<file path="src/rtl/dmem_arb_pkg.sv">
// Shared definitions for the data-memory arbiter: state encoding, port indices
// and default bus widths.
package dmem_arb_pkg;

  localparam int ADDR_W_DEF = 6;
  localparam int DATA_W_DEF = 32;

  localparam logic PORT_CORE = 1'b0;
  localparam logic PORT_DMA  = 1'b1;

  typedef enum logic [1:0] {
    IDLE   = 2'd0,
    ACCESS = 2'd1,
    RESP   = 2'd2
  } arb_state_e;

  // One-hot per-port mask for a port index
  function automatic logic [1:0] port_mask(input logic idx);
    return (idx == PORT_DMA) ? 2'b10 : 2'b01;
  endfunction

endpackage

</file>
<file path="src/rtl/dmem_arbiter_if.sv">
// Request/response channels of the two requesters sharing the data memory;
// bit/slice i belongs to port i.
interface dmem_arbiter_if
  import dmem_arb_pkg::*;
#(
  parameter int ADDR_W = ADDR_W_DEF,
  parameter int DATA_W = DATA_W_DEF
);
  logic [1:0]          req_valid;
  logic [1:0]          req_ready;
  logic [1:0]          req_we;
  logic [2*ADDR_W-1:0] req_addr;
  logic [2*DATA_W-1:0] req_wdata;
  logic [1:0]          rsp_valid;
  logic [1:0]          rsp_ready;
  logic [DATA_W-1:0]   rsp_rdata;

  modport master (
    output req_valid, req_we, req_addr, req_wdata, rsp_ready,
    input  req_ready, rsp_valid, rsp_rdata
  );

  modport slave (
    input  req_valid, req_we, req_addr, req_wdata, rsp_ready,
    output req_ready, rsp_valid, rsp_rdata
  );
endinterface

</file>
<file path="src/rtl/dmem_arbiter_rr_arb2.sv">
// Combinational two-way grant: round-robin against the previous winner, or
// fixed priority to port 0 when FIXED_PRIO is set.
module rr_arb2 #(
  parameter int FIXED_PRIO = 0
) (
  input  logic [1:0] req,
  input  logic       last_grant,
  output logic       gnt_valid,
  output logic       gnt_idx
);

  // Pick the winner; a tie goes to port 0 or to the port that lost last time
  always_comb begin
    gnt_valid = 1'b0;
    gnt_idx   = 1'b0;
    case (req)
      2'b01: begin
        gnt_valid = 1'b1;
        gnt_idx   = 1'b0;
      end
      2'b10: begin
        gnt_valid = 1'b1;
        gnt_idx   = 1'b1;
      end
      2'b11: begin
        gnt_valid = 1'b1;
        if (FIXED_PRIO != 0) begin
          gnt_idx = 1'b0;
        end else begin
          gnt_idx = ~last_grant;
        end
      end
      default: begin
        gnt_valid = 1'b0;
        gnt_idx   = 1'b0;
      end
    endcase
  end

endmodule

</file>
<file path="src/rtl/dmem_arbiter.sv">
// Shares the single-port data memory between the core LSU (port 0) and the
// debug/DMA loader (port 1); one transaction in flight, IDLE -> ACCESS -> RESP.
module dmem_arbiter
  import dmem_arb_pkg::*;
#(
  parameter int ADDR_W     = ADDR_W_DEF,
  parameter int DATA_W     = DATA_W_DEF,
  parameter int FIXED_PRIO = 0
) (
  input  logic              clk,
  input  logic              rst_n,
  dmem_arbiter_if.slave     bus,
  output logic [ADDR_W-1:0] mem_addr,
  output logic [DATA_W-1:0] mem_data_in,
  output logic              mem_we,
  input  logic [DATA_W-1:0] mem_data_out
);

  arb_state_e        state_r, state_s;
  logic              owner_r;
  logic              last_grant_r;
  logic              we_r;
  logic [ADDR_W-1:0] addr_r;
  logic [DATA_W-1:0] wdata_r;
  logic [DATA_W-1:0] rdata_r;
  logic [1:0]        rsp_valid_r;
  logic              gnt_valid_s;
  logic              gnt_idx_s;
  logic [1:0]        req_ready_s;
  logic              req_hs_s;
  logic              rsp_hs_s;

  rr_arb2 #(.FIXED_PRIO(FIXED_PRIO)) u_arb (
    .req        (bus.req_valid),
    .last_grant (last_grant_r),
    .gnt_valid  (gnt_valid_s),
    .gnt_idx    (gnt_idx_s)
  );

  // Offer the grant only in IDLE and never while reset is held
  always_comb begin
    req_ready_s = 2'b00;
    if (rst_n && (state_r == IDLE) && gnt_valid_s) begin
      req_ready_s = port_mask(gnt_idx_s);
    end else begin
      req_ready_s = 2'b00;
    end
  end

  assign req_hs_s = |(bus.req_valid & req_ready_s);
  assign rsp_hs_s = (state_r == RESP) && bus.rsp_ready[owner_r];

  // Next-state logic
  always_comb begin
    state_s = state_r;
    case (state_r)
      IDLE: begin
        if (req_hs_s) begin
          state_s = ACCESS;
        end else begin
          state_s = IDLE;
        end
      end
      ACCESS: state_s = RESP;
      RESP: begin
        if (rsp_hs_s) begin
          state_s = IDLE;
        end else begin
          state_s = RESP;
        end
      end
      default: state_s = IDLE;
    endcase
  end

  // State, request latch and held response; reset discards any in-flight access
  always_ff @(posedge clk) begin
    if (!rst_n) begin
      state_r      <= IDLE;
      owner_r      <= 1'b0;
      last_grant_r <= 1'b1;
      we_r         <= 1'b0;
      addr_r       <= {ADDR_W{1'b0}};
      wdata_r      <= {DATA_W{1'b0}};
      rdata_r      <= {DATA_W{1'b0}};
      rsp_valid_r  <= 2'b00;
    end else begin
      state_r <= state_s;
      if (req_hs_s) begin
        owner_r      <= gnt_idx_s;
        last_grant_r <= gnt_idx_s;
        we_r         <= bus.req_we[gnt_idx_s];
        addr_r       <= gnt_idx_s ? bus.req_addr[2*ADDR_W-1:ADDR_W] : bus.req_addr[ADDR_W-1:0];
        wdata_r      <= gnt_idx_s ? bus.req_wdata[2*DATA_W-1:DATA_W] : bus.req_wdata[DATA_W-1:0];
      end
      if (state_r == ACCESS) begin
        rdata_r     <= we_r ? {DATA_W{1'b0}} : mem_data_out;
        rsp_valid_r <= port_mask(owner_r);
      end else if (rsp_hs_s) begin
        rsp_valid_r <= 2'b00;
      end
    end
  end

  // Address/data hold between accesses; the write strobe is also gated by rst_n
  // so a reset landing on the ACCESS cycle cannot commit the write.
  assign mem_addr      = addr_r;
  assign mem_data_in   = wdata_r;
  assign mem_we        = rst_n && (state_r == ACCESS) && we_r;
  assign bus.req_ready = req_ready_s;
  assign bus.rsp_valid = rsp_valid_r;
  assign bus.rsp_rdata = rdata_r;

endmodule

</file>
<file path="src/flat_wrapper.sv">
// flat-port wrapper written by rule: the top's interface ports become plain ports
module dmem_arbiter_flat import dmem_arb_pkg::*;
#(
  parameter int ADDR_W     = ADDR_W_DEF,
  parameter int DATA_W     = DATA_W_DEF,
  parameter int FIXED_PRIO = 0
)
  (clk, rst_n, mem_addr, mem_data_in, mem_we, mem_data_out, bus_req_valid, bus_req_we, bus_req_addr, bus_req_wdata, bus_rsp_ready, bus_req_ready, bus_rsp_valid, bus_rsp_rdata);
  dmem_arbiter_if #(.ADDR_W(ADDR_W), .DATA_W(DATA_W)) bus_i ();
  input  logic clk;
  input  logic rst_n;
  output logic [ADDR_W-1:0] mem_addr;
  output logic [DATA_W-1:0] mem_data_in;
  output logic mem_we;
  input  logic [DATA_W-1:0] mem_data_out;
  input wire logic [$bits(bus_i.req_valid)-1:0] bus_req_valid;
  input wire logic [$bits(bus_i.req_we)-1:0] bus_req_we;
  input wire logic [$bits(bus_i.req_addr)-1:0] bus_req_addr;
  input wire logic [$bits(bus_i.req_wdata)-1:0] bus_req_wdata;
  input wire logic [$bits(bus_i.rsp_ready)-1:0] bus_rsp_ready;
  output wire logic [$bits(bus_i.req_ready)-1:0] bus_req_ready;
  output wire logic [$bits(bus_i.rsp_valid)-1:0] bus_rsp_valid;
  output wire logic [$bits(bus_i.rsp_rdata)-1:0] bus_rsp_rdata;
  assign bus_i.req_valid = bus_req_valid;
  assign bus_i.req_we = bus_req_we;
  assign bus_i.req_addr = bus_req_addr;
  assign bus_i.req_wdata = bus_req_wdata;
  assign bus_i.rsp_ready = bus_rsp_ready;
  assign bus_req_ready = bus_i.req_ready;
  assign bus_rsp_valid = bus_i.rsp_valid;
  assign bus_rsp_rdata = bus_i.rsp_rdata;
  dmem_arbiter #(.ADDR_W(ADDR_W), .DATA_W(DATA_W), .FIXED_PRIO(FIXED_PRIO)) u_core (.clk(clk), .rst_n(rst_n), .bus(bus_i), .mem_addr(mem_addr), .mem_data_in(mem_data_in), .mem_we(mem_we), .mem_data_out(mem_data_out));
endmodule
</file>
<file path="config.mk">
export PLATFORM = sky130hd
export DESIGN_NAME = dmem_arbiter_flat
export DESIGN_NICKNAME = d
export VERILOG_FILES = /design/src/rtl/dmem_arb_pkg.sv /design/src/rtl/dmem_arbiter_if.sv /design/src/rtl/dmem_arbiter_rr_arb2.sv /design/src/rtl/dmem_arbiter.sv /design/src/flat_wrapper.sv
export SDC_FILE = /design/constraint.sdc
export NUM_CORES = 1
export LEC_CHECK = 0
export ABC_CLOCK_PERIOD_IN_PS = 1400
export BUFFER_PORTS_ARGS = -buffer_cell sky130_fd_sc_hd__buf_2
export CORE_UTILIZATION = 45
export DETAILED_ROUTE_END_ITERATION = 10
export PLACE_DENSITY = 0.85
export SYNTH_ARGS = -nofsm -noshare
export SYNTH_HDL_FRONTEND = slang
export SYNTH_SLANG_ARGS = --single-unit
</file>
<file path="constraint.sdc">
create_clock -name clk -period 1.4 [get_ports clk]
set_input_delay 0.28 -clock clk [delete_from_list [all_inputs] [get_ports clk]]
set_output_delay 0.28 -clock clk [all_outputs]
set_load 0.02 [all_outputs]
</file>
After elaboration in Yosys (flattened, before gate mapping)
Cells that the tools add are included.
- register bits: 77
- input port bits: 116
- output and inout port bits: 75
- logic and storage cells: 43
- magnitude comparators: 2
- eq/ne operators: 5
- muxes and demuxes: 17
- bitwise gates (word level): 2
- reductions and logical operators: 9
- operators with widths (cell ; count):
    $mux 32 ; 2
    $mux 2 ; 6
    $eq 2x2->1 const B ; 3
    $mux 1 ; 6
    $mux 6 ; 1
    $pmux 2 s3 ; 1
    $logic_and 1x1->1 ; 5
    $eq 2x1->1 const B ; 2
    $lt 1x2->1 const B ; 2
    $reduce_or 3->1 ; 1
    $and 2x2->2 ; 1
    $logic_not 2->1 ; 1
    $pmux 1 s2 ; 1
    $reduce_bool 2->1 ; 1
    $reduce_or 2->1 ; 1
    $not 1->1 ; 1

Longest topological paths before layout
- depth after elaboration: 9
- depth in mapped cells: 6
- gate-level depth less buffers: 4

Modules after synthesis
From an unflattened synthesis, not the netlist that was laid out.
- cells, all modules: 347
- area, all modules: 3422.0 um^2
- modules (own cells, without submodules) (module ; instances ; cells an instance ; area each (um^2) ; sequential area each (um^2)):
    dmem_arbiter ; 1 ; 345 ; 3408.3 ; 1541.5
    rr_arb2 ; 1 ; 2 ; 13.8 ; 0.0

Worst setup path before layout
No wires, ideal clock.
- path type: reg-to-output
- start: register u_core.state_r[0]
- end: output port mem_we
- arrival: 1110 ps
- data required time: 1120 ps
- slack: 10 ps
- cell stages (with the launch flop): 5
- path buffers: 2
- cells stage by stage: dfxtp_1 -> nor2b_1 -> buf_2 -> buf_2 -> and3_2
- word-level cells in the longest chain between the ends: 3
- RTL lines (element ; RTL line ; source):
    start: declaration ; dmem_arbiter.sv:19 ; arb_state_e state_r, state_s;
    start signal: assignment ; dmem_arbiter.sv:88 ; state_r <= state_s;
    $eq 2x1->1 ; dmem_arbiter.sv:109 ; assign mem_we = rst_n && (state_r == ACCESS) && we_r;
    $logic_and 1x1->1 (2 in a row) ; dmem_arbiter.sv:109 ;
    end: declaration ; flat_wrapper.sv:14 ; output logic mem_we;
Every way passes these cells.

Worst setup path after layout
- start: register u_core.state_r[0]
- end: output port bus_req_ready[0]
- word-level cells in the longest chain between the ends: 4
- RTL lines (element ; RTL line ; source):
    $logic_not 2->1 ; dmem_arbiter.sv:43 ; if (rst_n && (state_r == IDLE) && gnt_valid_s) begin
    $logic_and 1x1->1 (2 in a row) ; dmem_arbiter.sv:43 ;
    $mux 2 ; dmem_arbiter.sv:43 ;
    end: declaration ; flat_wrapper.sv:21 ; output wire logic [$bits(bus_i.req_ready)-1:0] bus_req_ready;
Every way passes these cells.

==> summary.md <==
| Metric | Value |
|---|---|
| Syn Std Cell Area | ~3600 µm² |
| CTS tree | done |
| DRC viols | 0 |
| RSZ-0062 raised after global routing | yes |
| Final Hold Vio Count | 0 |
| Full die area | 8380 µm² |
| HPWL after detailed placement | about 7 mm |
| Yosys reg bits | 77 |
| Post-route minimum period | about 1500 ps |
| CTS sink cnt | slightly below 80 |
| P per Cell Area | around 1100 nW/µm² |
| Largest net degree at the start of global routing | 40 |
| Unique masters post-synth | 30 |
| Worst slew pin tran | 290 ps |
| DR vias | 3703 |
| First-pass GRT wire length | around 16 mm |
| Leading area contributor after synthesis | dfxtp_1 |
| Ports | about 190 |
| Syn avg cell area | 9.09 µm² |
| Worst-Skew Late Latency | 340 ps |
| Final setup fails | 5 |
| P_leak | 2.27 nW |
| Tcrit/Tclk final | 110% |
| Global-route usage over all layers | about a quarter |
| Core region area | 7730 µm² |
| CTS root buf | clkbuf_8 |
| Starting density of the core | about 47% |
| Row Count | 32 |
| Final Instance Area | 5100 µm² |
| Mapped Cells | 397 |
| Vias in the first global route | 3503 |
| R2R Setup Slk | -70 ps |
| FMAX | about 650 MHz |
| Startpoint types | flip-flop |
| H-tree Lvls | 3 |
| DRT iter0 DRCs | 77 |
| Worst Clk Skew | between 9 and 10 ps |
| Num CTS Buffers | 9 |
| PnR worst setup slack | -133 ps |
| Max_slew headroom | 80.5% |
| Via density per instance | ~5.3 |
| Hold path start | mem_data_out[29] |
| Max-Cap Viols | 0 |
| Initial antenna violation count | 0 |
| WL final | slightly above 10 mm |
| Cell area after placement | approximately 4700 µm² |
| Antenna diodes | 0 |
| Outcome | finished with violations |
| Fillers | between 600 and 700 |
| Crit-path max FO | 3 |
| Area grow syn2layout | 41.2% |
| FF-to-FF Start | u_core.state_r[0] |
| WP data arrival | 1250 ps |
| Max clock buf depth | 2 |
| Max-slew violation count | 0 |
| # nets final | 710 |
| Post-route ant nets | 0 |
| CP Class | reg -> out |
| Setup crit end kind | primary output |
| Layout cells sized above 1 | around half |
| WL/cell | 14.5 µm |
| CP Data Required Time | ~1100 ps |
| Clock Pin Slew Worst Setup and Hold Paths | roughly 80 ps |
| WHS | approximately 210 ps |
| Global placer's final weighted congestion | approximately 0.75 |
| Largest stage delay, worst path | 340 ps |
| Buffers added on ports | 190 |
| Cells along the critical path | nor3b_4, nand2_2, nor2_2, buf_6 |
| Failing checks | negative setup slack |
| Die Height | 91.6 µm |
| Post-synth top area share | 42.7% |
| GRT overflow | 0 |
| Synth Net Count | slightly above 500 |
| Layout Utilization | between 60 and 70% |
| Synth top area cells | dfxtp_1 (43%), a311oi_2 (16%), nand2_1 (12%) |
| Worst setup startpoint | u_core.state_r[0] |
| Die Span X | approximately 92 µm |
| Slowest CP cell | dfxtp_2 |
| 1st-pass router iterations | 6 |
| Hold WC Path Type | in -> reg |
| Worst vdd ir | approximately 700 µV |
| Sequential fraction of the synthesis area | 42.7% |
| YS warnings | 0 |
==> final cells by class <==
class / count / area (µm²) / area share, %
timing repair buffer: 225 / 1420 / 27.9
clock inverter: 6 / 38.8 / 0.761
multi-input combinational: 278 / 1800 / 35.4
clock buffer: 10 / 138 / 2.70
inverter: 3 / 23.8 / 0.466
tap: 102 / 128 / 2.50
sequential: 77 / 1540 / 30.3
==> registers in the layout, indices dropped and copies added (netlist names) <==
| register | cells |
|---|---|
| u_core.mem_data_in | 32 |
| u_core.state_r | 2 |
| u_core.bus.rsp_valid | 2 |
| u_core.last_grant_r | 1 |
| u_core.owner_r | 1 |
| u_core.bus.rsp_rdata | 32 |
| u_core.we_r | 1 |
| u_core.mem_addr | 6 |
==> what timing repair did <==
| action | CTS | global route |
|---|---|---|
| hold buffers | 0 | 0 |
| buffers inserted | 7 | 2 |
| pin swaps | 3 | 4 |
| gates cloned | 0 | 4 |
| resized for setup | 16 | 16 |
| endpoints found under the hold margin | 0 | 0 |
| endpoints found under the setup margin | 3 | 44 |
==> where the power goes <==
group / leakage (nW) / total [mW] / switching [mW] / internal [mW]
Combinational: 1.55 / 1.59 / 0.892 / 0.697
Clock: 0.0880 / 1.49 / 0.803 / 0.685
Sequential: 0.633 / 2.48 / 0.102 / 2.37
==> final timing paths <==
check                                                 to  cells after the start
worst max register to register            u_core.owner_r                      8
worst min register to register  u_core.bus.rsp_rdata[11]                      2
worst min-delay path            u_core.bus.rsp_rdata[29]                      3
worst max-delay path                    bus_req_ready[0]                      4
==> critical path, delay by kind of cell (launching register included) <==
| family | cells | cell delay [ps] |
|---|---|---|
| buffers and inverters | 1 | 130 |
| flip-flops | 1 | 340 |
| AND/OR/NAND/NOR | 3 | 450 |
==> cells by family after synthesis <==
group | share of synthesized area [%]
AND/OR/NAND/NOR | 21.1
AO/OA/AOI/OAI | 27.6
flip-flops | 42.7
buffers and inverters | 8.28
multiplexers | 0.277
==> cells in the mapped netlist, drive strengths merged <==
cell	n
nand2	113
dfxtp	77
a21oi	74
a311oi	39
nand3b	33
buf	24
clkbuf	12
inv	3
nor2	3
o21ai	3
dlygate4sd1	2
nand2b	2
nand3	2
nor3b	2
a21bo	1
a21boi	1
and3	1
dlymetal6s2s	1
mux2i	1
nor2b	1
or2	1
or3b	1
==> stage by stage <==
| step | power, mW | TNS, ps | instances | worst slack [ps] |
|---|---|---|---|---|
| 3_3_place_gp | 3.93 | 0 | 673 | 31.8 |
| 6_report | 5.55 | -441 | 701 | -133 |
| 2_1_floorplan | 3.47 | 0 | 397 | 10.2 |
| 4_1_cts | 5.50 | -540 | 696 | -170 |
| 5_1_grt | 5.83 | -2710 | 701 | -222 |
| 3_5_place_dp | 3.98 | -98.6 | 673 | -34.0 |
==> layer usage <==
layer	share of wire, %	vias up	track usage [%]	wire [µm]
met1	43	1725	26.6	4320
li1	-	1799	-	-
met3	6.4	14	5.36	647
met2	50	165	41.5	5040
met5	0	-	0	0
met4	1.5	0	11.5	152
==> cell usage in the layout (no fill, tap or decap), types with 2 or more instances in the layout <==
cell | netlist | layout
o21ai_0 | 3 | 3
a311oi_2 | 39 | 39
a21oi_2 | 1 | 2
clkbuf_8 | 4 | 10
buf_4 | 4 | 16
clkinv_2 | 0 | 3
nor2_1 | 3 | 2
buf_6 | 7 | 9
a21oi_1 | 73 | 72
nand3_2 | 0 | 2
clkbuf_16 | 0 | 3
nand2_1 | 112 | 112
nand3b_1 | 33 | 33
clkinvlp_4 | 0 | 2
nand2b_1 | 2 | 2
dfxtp_1 | 77 | 75
buf_2 | 12 | 187
buf_12 | 0 | 8
inv_2 | 2 | 2
buf_8 | 0 | 2
dfxtp_2 | 0 | 2
No activity file was read; power rests on OpenSTA's default activity.
